==> config.mk <==
export PLATFORM = sky130hd
export DESIGN_NAME = apb_regfile_responder
export DESIGN_NICKNAME = d
export VERILOG_FILES = /design/src/rtl/apb_pkg.sv /design/src/rtl/apb_wait_counter.sv /design/src/rtl/apb_regfile_responder.sv
export SDC_FILE = /design/constraint.sdc
export NUM_CORES = 1
export LEC_CHECK = 0
export CORE_MARGIN = 8
export CORE_UTILIZATION = 40
export CTS_CLUSTER_SIZE = 14
export DETAILED_ROUTE_END_ITERATION = 7
export PLACE_DENSITY = 0.69
export SLEW_MARGIN = 20
export SYNTH_ARGS = -nofsm -noshare
export SYNTH_HDL_FRONTEND = slang
export SYNTH_SLANG_ARGS = --single-unit
==> constraint.sdc <==
create_clock -name pclk -period 12.8 [get_ports pclk]
set_input_delay 2.56 -clock pclk [delete_from_list [all_inputs] [get_ports pclk]]
set_output_delay 2.56 -clock pclk [all_outputs]
set_load 0.01 [all_outputs]
==> src/rtl/apb_pkg.sv <==
// Shared definitions for the APB register-file responder.
//   apb_state_t : transfer FSM states (IDLE / WAIT / DONE)
//   REG_*       : fixed register indices inside the bank
//   APB_ADDR_W / APB_DATA_W : default bus widths
package apb_pkg;

  localparam int unsigned APB_ADDR_W = 5;
  localparam int unsigned APB_DATA_W = 32;

  // Width of a register index (bank holds at most 8 slots).
  localparam int unsigned REG_IDX_W = 3;

  localparam logic [REG_IDX_W-1:0] REG_MASK   = 3'd5;
  localparam logic [REG_IDX_W-1:0] REG_STATUS = 3'd6;
  localparam logic [REG_IDX_W-1:0] REG_EVENT  = 3'd7;

  typedef enum logic [1:0] {
    IDLE = 2'd0,
    WAIT = 2'd1,
    DONE = 2'd2
  } apb_state_t;

endpackage

==> src/rtl/apb_wait_counter.sv <==
// Wait-state counter for the APB responder.
//   clk, rst : clock, asynchronous active-high reset (count -> 0)
//   load     : load WAIT_STATES into the counter
//   dec      : decrement by one (holds at zero)
//   zero     : count is zero
module apb_wait_counter #(
  parameter int unsigned WAIT_STATES = 1
) (
  input  logic clk,
  input  logic rst,
  input  logic load,
  input  logic dec,
  output logic zero
);

  localparam int unsigned CW = (WAIT_STATES < 2) ? 1 : $clog2(WAIT_STATES + 1);
  localparam logic [CW-1:0] LOAD_VAL = CW'(WAIT_STATES);

  logic [CW-1:0] cnt;

  always_ff @(posedge clk or posedge rst) begin
    if (rst) begin
      cnt <= '0;
    end else if (load) begin
      cnt <= LOAD_VAL;
    end else if (dec && (cnt != '0)) begin
      cnt <= cnt - 1'b1;
    end
  end

  assign zero = (cnt == '0);

endmodule

==> src/rtl/apb_regfile_responder.sv <==
// APB completer serving a small register bank.
//   Map: 0..4 R/W scratch, 5 R/W irq mask, 6 read-only status_in,
//        7 event latch (set by event_in, write-1-to-clear, set wins).
// Ports:
//   pclk, rst          : clock, asynchronous active-high reset
//   psel, penable, pwrite, paddr, pwdata : APB request from the bridge
//   status_in          : live status, read at index 6
//   event_in           : single-cycle event pulses latched into index 7
//   prdata, pready, pslverr : APB response, nonzero only in the DONE cycle
//   irq                : registered |(reg7 & reg5)
// Build option: define APB_SLVERR_EN to answer out-of-range accesses and
// writes to index 6 with pslverr=1; otherwise they complete silently
// (write dropped, read returns 0).
module apb_regfile_responder
  import apb_pkg::*;
#(
  parameter int unsigned NUM_REGS    = 8,
  parameter int unsigned WAIT_STATES = 1,
  parameter int unsigned ADDR_W      = APB_ADDR_W,
  parameter int unsigned DATA_W      = APB_DATA_W
) (
  input  logic              pclk,
  input  logic              rst,
  input  logic              psel,
  input  logic              penable,
  input  logic              pwrite,
  input  logic [ADDR_W-1:0] paddr,
  input  logic [DATA_W-1:0] pwdata,
  input  logic [DATA_W-1:0] status_in,
  input  logic [DATA_W-1:0] event_in,
  output logic [DATA_W-1:0] prdata,
  output logic              pready,
  output logic              pslverr,
  output logic              irq
);

  apb_state_t state;

  logic [DATA_W-1:0] regs [0:5];
  logic [DATA_W-1:0] ev_reg;

  logic                 cnt_zero;
  logic                 cnt_load;
  logic                 cnt_dec;
  logic                 commit;
  logic                 addr_ok;
  logic                 bad;
  logic                 err_next;
  logic                 wr_en;
  logic [REG_IDX_W-1:0] idx;
  logic [DATA_W-1:0]    rd_val;
  logic [DATA_W-1:0]    rdata_next;
  logic [DATA_W-1:0]    ev_clr;

  apb_wait_counter #(
    .WAIT_STATES (WAIT_STATES)
  ) u_wait_counter (
    .clk  (pclk),
    .rst  (rst),
    .load (cnt_load),
    .dec  (cnt_dec),
    .zero (cnt_zero)
  );

  always_comb begin
    idx      = paddr[REG_IDX_W-1:0];
    addr_ok  = ({{(32-ADDR_W){1'b0}}, paddr} < NUM_REGS);
    bad      = !addr_ok || (pwrite && (idx == REG_STATUS));
    cnt_load = (state == IDLE) && psel && !penable;
    cnt_dec  = (state == WAIT) && psel && penable && !cnt_zero;
    commit   = (state == WAIT) && psel && penable && cnt_zero;
    wr_en    = commit && pwrite && !bad;

`ifdef APB_SLVERR_EN
    err_next = bad;
`else
    err_next = 1'b0;
`endif

    // Reads see pre-write register contents; the event latch also shows
    // pulses arriving on the same edge.
    rd_val = '0;
    if (addr_ok) begin
      if (idx == REG_STATUS)     rd_val = status_in;
      else if (idx == REG_EVENT) rd_val = ev_reg | event_in;
      else                       rd_val = regs[idx];
    end

    rdata_next = (commit && !pwrite && !err_next) ? rd_val : '0;
    ev_clr     = (wr_en && (idx == REG_EVENT)) ? pwdata : '0;
  end

  always_ff @(posedge pclk or posedge rst) begin
    if (rst) begin
      state   <= IDLE;
      pready  <= 1'b0;
      prdata  <= '0;
      pslverr <= 1'b0;
      irq     <= 1'b0;
      ev_reg  <= '0;
      for (int unsigned i = 0; i < 6; i++) begin
        regs[i] <= '0;
      end
    end else begin
      // Response outputs are one-cycle pulses aligned with DONE.
      pready  <= commit;
      prdata  <= rdata_next;
      pslverr <= commit && err_next;
      irq     <= |(ev_reg & regs[REG_MASK]);

      // Clear first, then OR in new events so a same-cycle set wins.
      ev_reg <= (ev_reg & ~ev_clr) | event_in;

      if (wr_en && (idx < REG_STATUS)) begin
        regs[idx] <= pwdata;
      end

      case (state)
        IDLE: if (psel && !penable) state <= WAIT;
        WAIT: begin
          if (!psel)       state <= IDLE;
          else if (commit) state <= DONE;
        end
        DONE:    state <= IDLE;
        default: state <= IDLE;
      endcase
    end
  end

endmodule

==> flow_metrics.tcl, run 1 <==
set metrics [dict create \
    status "complete, no violations" \
    r2r_slack_ns 9.97 \
    largest_reg_flops 192 \
    clock-sinks 261 \
    cts_setup_buffers 0 \
    wire_per_inst_um 24.5 \
    cp.arrival_ns 5.51 \
    synth_cell_types 33 \
    layout_commonest_cell "dfrtp_1" \
    ys.flop_type "dfrtp_1" \
    dieWidth_um 187 \
    grtUsageTotal 0.189 \
    syn_area_mm2 0.0116 \
    fin_crit_sh 0.398 \
    r2r_start "state[1]$_DFFE_PP0P_" \
    hold_viol 0 \
    vias 8386 \
    power.density_mw_per_mm2 122 \
    finalSetupTns_ns 0 \
    grt_pass1_wl_mm 53.0 \
    insertion_delay_ns 0.53 \
    h-tree-depth 1 \
    reg2reg_depth 5 \
    n_antenna_cell 0 \
    die_y_um 187 \
    dr.pass1.iters 6 \
    cp_max_fo 38 \
    syn_nets 973 \
    drc 0 \
    pwr-share-seq 0.483 \
    grt_setup_unrepaired "no" \
    final_cell_mix "261 x dfrtp_1, 190 x mux2_2, 138 x clkdlybuf4s50_1" \
    synth_edf_count 0 \
    cp-start-kind "input port" \
    vdd_drop_max_mv 0.0836 \
    p_switching_uw 392 \
    placeableCoreArea_mm2 0.0287 \
    endpoint_kind "flip-flop" \
    dp_hpwl_mm 21.3 \
    wl_mm 33.9 \
    final.min_clock_period_ns 5.10 \
    ant_nets 0 \
    synth_warnings 0 \
    final_net_count 1090 \
    drive_above_1_share 0.268 \
    cts_tree "yes" \
    gp_congestion 0.806 \
    grt_max_degree 125 \
    clock_path_buffers 3 \
    criticalPathCategory "in2reg" \
    p_clk_frac 0.449 \
    setup_viol 0 \
    yosysSeqAreaShare 0.561 \
    drtIter0Drc 766 \
    clk_pin_slew_ns 0.06 \
    grt_pass1_vias 8777 \
    reg2reg_to "regs[3]$_DFFE_PP0P_" \
    globalRouteOverflowTotal 0 \
    slew_headroom 0.213 \
    leakagePower_uw 0.00607 \
    dieArea_mm2 0.0348 \
    asyncSetResetFlopFracSynth 1.00 \
    required_ns 13.21 \
    cts_made_buffers 27 \
    endpoint "regs[3]$_DFFE_PP0P_" \
    cts_hold_buffers 0 \
    cts_resized 0 \
    finalMaxSlewViolations 0 \
    setup.worst_path.start "pwrite" \
    finClkSkew_ns 0.00671 \
    syn_inst 867 \
    dp_cells 1339 \
    fp-row-count 62 \
    io_pins 141 \
    swShare 0.226 \
    initial_core_util 0.406 \
    ys_ff_latch 261 \
    synth_area_per_cell_um2 13.4 \
    intPower_uw 1340 \
    fin_cells 1385 \
    maxCapViolCount 0 \
    area_growth_pct 21.8 \
    hp-class "reg2reg" \
    fmax_mhz 196 \
    tightest_slew_ns 1.18 \
    power_frac_comb 0.068 \
    detail_route.vias_per_cell 6.05 \
    clockRootBuffer "clkbuf_16" \
    port_buffers 139 \
    antenna_found_initial 0 \
]
[synthesized netlist by cell type, drive strengths merged (2+ instances only)]
cell type	instances	area, µm²
dfrtp	261	6530
mux2	192	2160
a22oi	112	841
clkbuf	44	165
nand4	36	225
nor2	34	128
or4	33	248
a21o	32	240
a2bb2oi	32	280
a41oi	32	280
buf	31	261
nor4b	5	119
and3b	3	26.3
nor3b	3	32.5
inv	2	7.51
o21ai	2	10.0
or3	2	12.5
[power groups by stage]
stage	Sequential (µW)	Clock [µW]	Combinational, µW
floorplan	850	0	47.3
global placement	850	0	118
detailed placement	850	0	118
CTS	835	792	119
global route	835	824	126
finish	835	777	118
[metal layers]
layer | GRT usage | wire (µm) | share of wire | vias up
li1 | - | - | - | 3600
met1 | 0.264 | 15200 | 0.45 | 4405
met2 | 0.301 | 15900 | 0.47 | 336
met3 | 0.0337 | 2100 | 0.062 | 45
met4 | 0.0501 | 689 | 0.020 | 0
met5 | 0 | 0 | 0 | -
[layout make-up]
class | instances | area, µm²
repair buffers | 163 | 1570
clock buffers | 40 | 785
clock inverters | 6 | 87.6
multi-input cells | 529 | 4720
inverters | 2 | 15.0
well taps | 384 | 480
fillers | 2543 | 14500
flip-flops and latches | 261 | 6530
[stage by stage]
stage	util	area (µm²)	hold WS [ns]	setup slack, ns	power [µW]
global route	0.494	14200	0.517	7.41	1790
CTS	0.494	14200	0.491	7.73	1750
detailed placement	0.464	13300	0.478	7.16	968
finish	0.494	14200	0.496	7.70	1730
floorplan	-	11600	0.457	3.06	897
global placement	0.463	13300	0.472	7.03	967
[worst min-delay path by stage]
stage | endpoint | slack [ns] | depth (start not counted) | startpoint
finish | regs[76]$_DFFE_PP0P_ | 0.50 | 1 | regs[76]$_DFFE_PP0P_
floorplan | u_wait_counter.cnt$_DFFE_PP0P_ | 0.46 | 1 | state[0]$_DFFE_PP0P_
CTS | regs[76]$_DFFE_PP0P_ | 0.49 | 1 | regs[76]$_DFFE_PP0P_
global placement | regs[76]$_DFFE_PP0P_ | 0.47 | 1 | regs[76]$_DFFE_PP0P_
detailed placement | regs[76]$_DFFE_PP0P_ | 0.48 | 1 | regs[76]$_DFFE_PP0P_
global route | regs[98]$_DFFE_PP0P_ | 0.52 | 1 | regs[98]$_DFFE_PP0P_
[critical path, cell delays in order]
cell             delay, ns
clkdlybuf4s50_1       0.46
or3b_4                0.60
nor4b_4               1.03
buf_4                 0.42
mux2_2                0.38
[logic make-up (layout without fill, tap and decap cells)]
logic type,count (synthesis),in the layout,share of synthesized area
mux,192,192,0.186
compound gates,212,212,0.143
flops,261,261,0.561
other cells,1,1,0.000322
simple gates,124,124,0.0730
buf+inv,77,211,0.0373
No activity file was read; power rests on OpenSTA's default activity.
==> run 2: changes to the inputs <==
==> constraint.sdc (replaced) <==
create_clock -name pclk -period 4.8 [get_ports pclk]
set_input_delay 0.96 -clock pclk [delete_from_list [all_inputs] [get_ports pclk]]
set_output_delay 0.96 -clock pclk [all_outputs]
set_load 0.01 [all_outputs]
==> run 2 against run 1 <==
Non-clock buffer count rose by 7. Flip-flop and latch count did not move. Register-to-register slack got worse by 7.7 ns. Global-route usage rose by 0.69 points. Clock power rose to 3.0 times the previous value. Cell area rose by 1.5%. Largest cell class unchanged. Via count rose by 1.5%. Die area did not move. Sequential share of layout area fell by 0.70 points.
==> flow_metrics.tcl, run 2 (synthesis gave the netlist of run 1 again) <==
set metrics [dict create \
    hp-class "reg2reg" \
    power.density_mw_per_mm2 337 \
    final_net_count 1097 \
    detail_route.vias_per_cell 6.10 \
    clock-sinks 261 \
    cp-start-kind "input port" \
    drtIter0Drc 734 \
    grt_max_degree 103 \
    use_met1 0.266 \
    leakagePower_uw 0.00618 \
    tightest_slew_ns 0.951 \
    slew_headroom 0.366 \
    grt_setup_unrepaired "no" \
    setup_viol 0 \
    fin_cells 1396 \
    antenna_found_initial 3 \
    required_ns 5.22 \
    met3_usage 0.0436 \
    grt_pass1_wl_mm 54.4 \
    dp_hpwl_mm 21.8 \
    met2_usage 0.308 \
    cp_max_fo 19 \
    clk_pin_slew_ns 0.06 \
    hold_viol 0 \
    cp_common_cell "buf_4" \
    finClkSkew_ns 0.00975 \
    p_switching_uw 1080 \
    grtUsageTotal 0.196 \
    cts_setup_buffers 0 \
    globalRouteOverflowTotal 0 \
    fp-row-count 62 \
    clockRootBuffer "clkbuf_16" \
    dieArea_mm2 0.0348 \
    cts_made_buffers 27 \
    wire_per_inst_um 25.1 \
    wl_mm 35.1 \
    dieWidth_um 187 \
    dp_cells 1346 \
    h-tree-depth 1 \
    clock_path_buffers 3 \
    finalMaxSlewViolations 0 \
    final.min_clock_period_ns 3.24 \
    initial_core_util 0.406 \
    gp_congestion 0.790 \
    layout_commonest_cell "dfrtp_1" \
    drive_above_1_share 0.279 \
    cts_hold_buffers 0 \
    io_pins 141 \
    fmax_mhz 309 \
    whs_ns 0.495 \
    final_cell_mix "261 x dfrtp_1, 190 x mux2_2, 138 x clkdlybuf4s50_1" \
    fillers 2530 \
    fin_crit_sh 0.675 \
    port_buffers 139 \
    cp_slowest_cell "clkdlybuf4s50_1" \
    ant_nets 0 \
    maxCapViolCount 0 \
    pwr-share-seq 0.458 \
    critPathBufInv 3 \
    endpoint_kind "flip-flop" \
    power_frac_comb 0.067 \
    intPower_uw 3780 \
    p_clk_frac 0.475 \
    cts_resized 0 \
    grt_pass1_vias 8918 \
    finalSetupTns_ns 0 \
    largest_reg_flops 192 \
    insertion_delay_ns 0.54 \
    dr.pass1.iters 5 \
    max_stage_delay_ns 0.83 \
    swShare 0.222 \
    status "complete, no violations" \
    area_growth_pct 23.7 \
    critPathTopFamily "buffers and inverters" \
    cp.arrival_ns 3.66 \
    drc 0 \
    die_y_um 187 \
    vias 8510 \
    cts_tree "yes" \
    crit_chain "clkdlybuf4s50_1 > buf_4 > and3b_1 > buf_4 > a22oi_1 > a41oi_1" \
    criticalPathCategory "in2reg" \
    grt-busiest-layer "met2" \
    placeableCoreArea_mm2 0.0287 \
    vdd_drop_max_mv 0.267 \
]
==> run 2: changes by cell type in the layout (fill, tap and decap cells not counted), moves of 2 or more <==
cell / before / now
bufinv_16: 2 / 4
inv_6: 2 / 0
buf_4: 22 / 27
clkbuf_1: 7 / 3
buf_6: 2 / 0
buf_12: 0 / 4
clkbuf_8: 6 / 13
==> run 2: per-stage QoR <==
step / power, µW / util / setup WS (ns) / area, µm²
2_1_floorplan: 2390 / - / 0.398 / 11700
3_3_place_gp: 2590 / 0.467 / 1.06 / 13400
3_5_place_dp: 2590 / 0.467 / 1.06 / 13400
4_1_cts: 4890 / 0.502 / 1.60 / 14400
5_1_grt: 4990 / 0.502 / 1.49 / 14400
6_report: 4860 / 0.502 / 1.56 / 14400
==> run 2: final timing paths <==
check	from	to	slack (ns)	cells past startpoint
worst max-delay path	paddr[0]	prdata[9]$_DFF_PP0_	1.56	6
worst min-delay path	regs[76]$_DFFE_PP0P_	regs[76]$_DFFE_PP0P_	0.50	1
worst max register to register	state[1]$_DFFE_PP0P_	regs[71]$_DFFE_PP0P_	2.27	4
worst min register to register	regs[76]$_DFFE_PP0P_	regs[76]$_DFFE_PP0P_	0.50	1
max in group asynchronous	rst	prdata[7]$_DFF_PP0_	3.06	3
min in group asynchronous	rst	regs[125]$_DFFE_PP0P_	0.82	2
==> run 2: power by group through the flow <==
stage          Combinational [µW]  Sequential (µW)  Clock [µW]
6_report                      324             2230        2310
5_1_grt                       347             2230        2420
4_1_cts                       324             2230        2340
3_5_place_dp                  323             2270           0
3_3_place_gp                  320             2270           0
2_1_floorplan                 127             2270           0
==> run 2: worst register-to-register path, cell delays in order, from the launching register on <==
cell	delay, ns
dfrtp_1	0.37
nand4b_1	0.51
nor4_4	0.87
buf_12	0.30
mux2_2	0.37
==> run 2: final cells by class <==
| class | instances | area (µm²) | area share |
|---|---|---|---|
| flip-flops and latches | 261 | 6530 | 0.453 |
| multi-input cells | 529 | 4720 | 0.327 |
| clock buffers | 43 | 866 | 0.0601 |
| diodes | 1 | 2.50 | 0.000174 |
| well taps | 384 | 480 | 0.0334 |
| inverters | 2 | 11.3 | 0.000782 |
| repair buffers | 170 | 1670 | 0.116 |
| clock inverters | 6 | 130 | 0.00903 |
==> run 2: layer usage <==
| metal | wire, µm | vias to the layer above | part of all wire |
|---|---|---|---|
| met5 | 27 | - | 0.00077 |
| li1 | - | 3611 | - |
| met3 | 2720 | 80 | 0.077 |
| met2 | 16300 | 374 | 0.46 |
| met1 | 15000 | 4441 | 0.43 |
| met4 | 1080 | 4 | 0.031 |
==> run 3: changes to the inputs <==
==> constraint.sdc (replaced) <==
create_clock -name pclk -period 3 [get_ports pclk]
set_input_delay 0.6 -clock pclk [delete_from_list [all_inputs] [get_ports pclk]]
set_output_delay 0.6 -clock pclk [all_outputs]
set_load 0.01 [all_outputs]
==> run 3 against run 2 <==
Global-route usage grew 0.43 points. Sequential share of layout area down 0.42 points. Critical path type unchanged. Highest routed layer is now met4. Combinational power increased by 64%. Core utilization increased by 0.47 points.
==> flow_metrics.tcl, run 3 (synthesis gave the netlist of run 1 again) <==
set metrics [dict create \
    globalRouteOverflowTotal 0 \
    place_ws_ns 0.206 \
    hp-class "reg2reg" \
    ant_nets 0 \
    final_cell_mix "261 x dfrtp_1, 190 x mux2_2, 138 x clkdlybuf4s50_1" \
    vias 8522 \
    placeableCoreArea_mm2 0.0287 \
    wl_mm 35.8 \
    setup_viol 0 \
    insertion_delay_ns 0.54 \
    maxCapViolCount 0 \
    cts_tree "yes" \
    setup.worst_path.start "paddr[0]" \
    wire_per_inst_um 25.3 \
    final.min_clock_period_ns 2.28 \
    drive_above_1_share 0.288 \
    dp_cells 1364 \
    drc 0 \
    leakagePower_uw 0.00625 \
    crit_chain "clkdlybuf4s50_1 > nor3b_4 > buf_4 > a22oi_1 > a41oi_1" \
    cts_resized 0 \
    cts_made_buffers 28 \
    grt_setup_unrepaired "no" \
    slew_headroom 0.412 \
    dieArea_mm2 0.0348 \
    hold_viol 0 \
    clock-sinks 261 \
    grt_pass1_wl_mm 55.6 \
    layout_commonest_cell "dfrtp_1" \
    cp.arrival_ns 2.69 \
    cp_max_fo 32 \
    setup_slack_ns 0.715 \
    cp_slowest_cell "clkdlybuf4s50_1" \
    drtIter0Drc 615 \
    whs_ns 0.500 \
    use_met1 0.277 \
    clockRootBuffer "clkbuf_16" \
    fin_util 0.507 \
    cts_hold_buffers 0 \
    status "complete, no violations" \
    cts_setup_buffers 0 \
    r2r_start "u_wait_counter.cnt$_DFFE_PP0P_" \
    port_buffers 139 \
    largest_reg_flops 192 \
    r2r_slack_ns 0.79 \
    fillers 2510 \
    fin_cells 1415 \
    vdd_drop_max_mv 0.361 \
    detail_route.vias_per_cell 6.02 \
    grt_pass1_vias 9149 \
    antenna_found_initial 1 \
    max_stage_delay_ns 0.80 \
    io_pins 141 \
    met3_usage 0.0354 \
    fmax_mhz 438 \
    grt-busiest-layer "met2" \
    endpoint "prdata[16]$_DFF_PP0_" \
    clk_pin_slew_ns 0.06 \
    met2_usage 0.317 \
    endpoint_kind "flip-flop" \
    h-tree-depth 1 \
    cp-start-kind "input port" \
    power.density_mw_per_mm2 520 \
    grt_max_degree 106 \
    gp_congestion 0.809 \
    fin_crit_sh 0.762 \
    clock_path_buffers 3 \
    fp-row-count 62 \
    dp_hpwl_mm 23.0 \
    dieWidth_um 187 \
    multi_input_area_mm2 0.00471 \
    seqCellArea_mm2 0.00653 \
    reg2reg_to "regs[62]$_DFFE_PP0P_" \
    reg2reg_depth 4 \
    initial_core_util 0.406 \
    required_ns 3.41 \
    dr.pass1.iters 5 \
    final_net_count 1116 \
    die_y_um 187 \
    grtUsageTotal 0.201 \
    finClkSkew_ns 0.00974 \
    tightest_slew_ns 0.883 \
    finalMaxSlewViolations 0 \
    criticalPathCategory "in2reg" \
    area_growth_pct 24.8 \
]
## run 3: cell count changes in the layout (fill, tap and decap cells not counted)
cell,previous run,this run
buf_4,27,39
clkbuf_8,13,5
buf_12,4,10
clkinv_2,2,7
clkbuf_1,3,6
bufinv_16,4,2
clkbuf_16,27,29
inv_6,0,1
or3_1,1,2
or3_2,1,0
## run 3: layout make-up
| class | count | share of cell area |
|---|---|---|
| antenna | 1 | 0.000172 |
| clock buffer | 40 | 0.0562 |
| clock inverter | 10 | 0.00714 |
| inverter | 2 | 0.000774 |
| multi-input combinational | 529 | 0.324 |
| sequential | 261 | 0.449 |
| tap | 384 | 0.0330 |
| timing repair buffer | 188 | 0.129 |
## run 3: how the worst min path moves through the flow
stage,from,to,slack [ns],cells past startpoint
6_report,state[0]$_DFFE_PP0P_,u_wait_counter.cnt$_DFFE_PP0P_,0.50,1
5_1_grt,state[0]$_DFFE_PP0P_,u_wait_counter.cnt$_DFFE_PP0P_,0.51,1
4_1_cts,regs[76]$_DFFE_PP0P_,regs[76]$_DFFE_PP0P_,0.50,1
3_5_place_dp,regs[76]$_DFFE_PP0P_,regs[76]$_DFFE_PP0P_,0.49,1
3_3_place_gp,regs[76]$_DFFE_PP0P_,regs[76]$_DFFE_PP0P_,0.47,1
2_1_floorplan,state[0]$_DFFE_PP0P_,u_wait_counter.cnt$_DFFE_PP0P_,0.46,1
## run 3: worst max-delay path, delay by kind of cell
| kind | cells | cell delay [ns] |
|---|---|---|
| buf+inv | 2 | 1.27 |
| compound gates | 2 | 0.53 |
| simple gates | 1 | 0.28 |
## run 3: report_power, final
group / switching (µW) / internal (µW)
logic: 312 / 220
clock network: 1400 / 2060
registers: 24.4 / 3550
total: 1740 / 5820
## run 3: layer usage
layer	routed length, µm	vias to the layer above	share of wire
met3	2100	64	0.059
met1	16100	4454	0.45
met4	988	0	0.028
met2	16500	341	0.46
li1	-	3663	-
met5	0	-	0
## run 3: metrics by stage
stage / cell area [µm²] / total power [µW] / TNS (ns)
3_3_place_gp: 13600 / 4160 / 0
3_5_place_dp: 13600 / 4170 / 0
4_1_cts: 14500 / 7610 / 0
2_1_floorplan: 11700 / 3830 / -271.85
5_1_grt: 14500 / 7800 / 0
6_report: 14500 / 7570 / 0
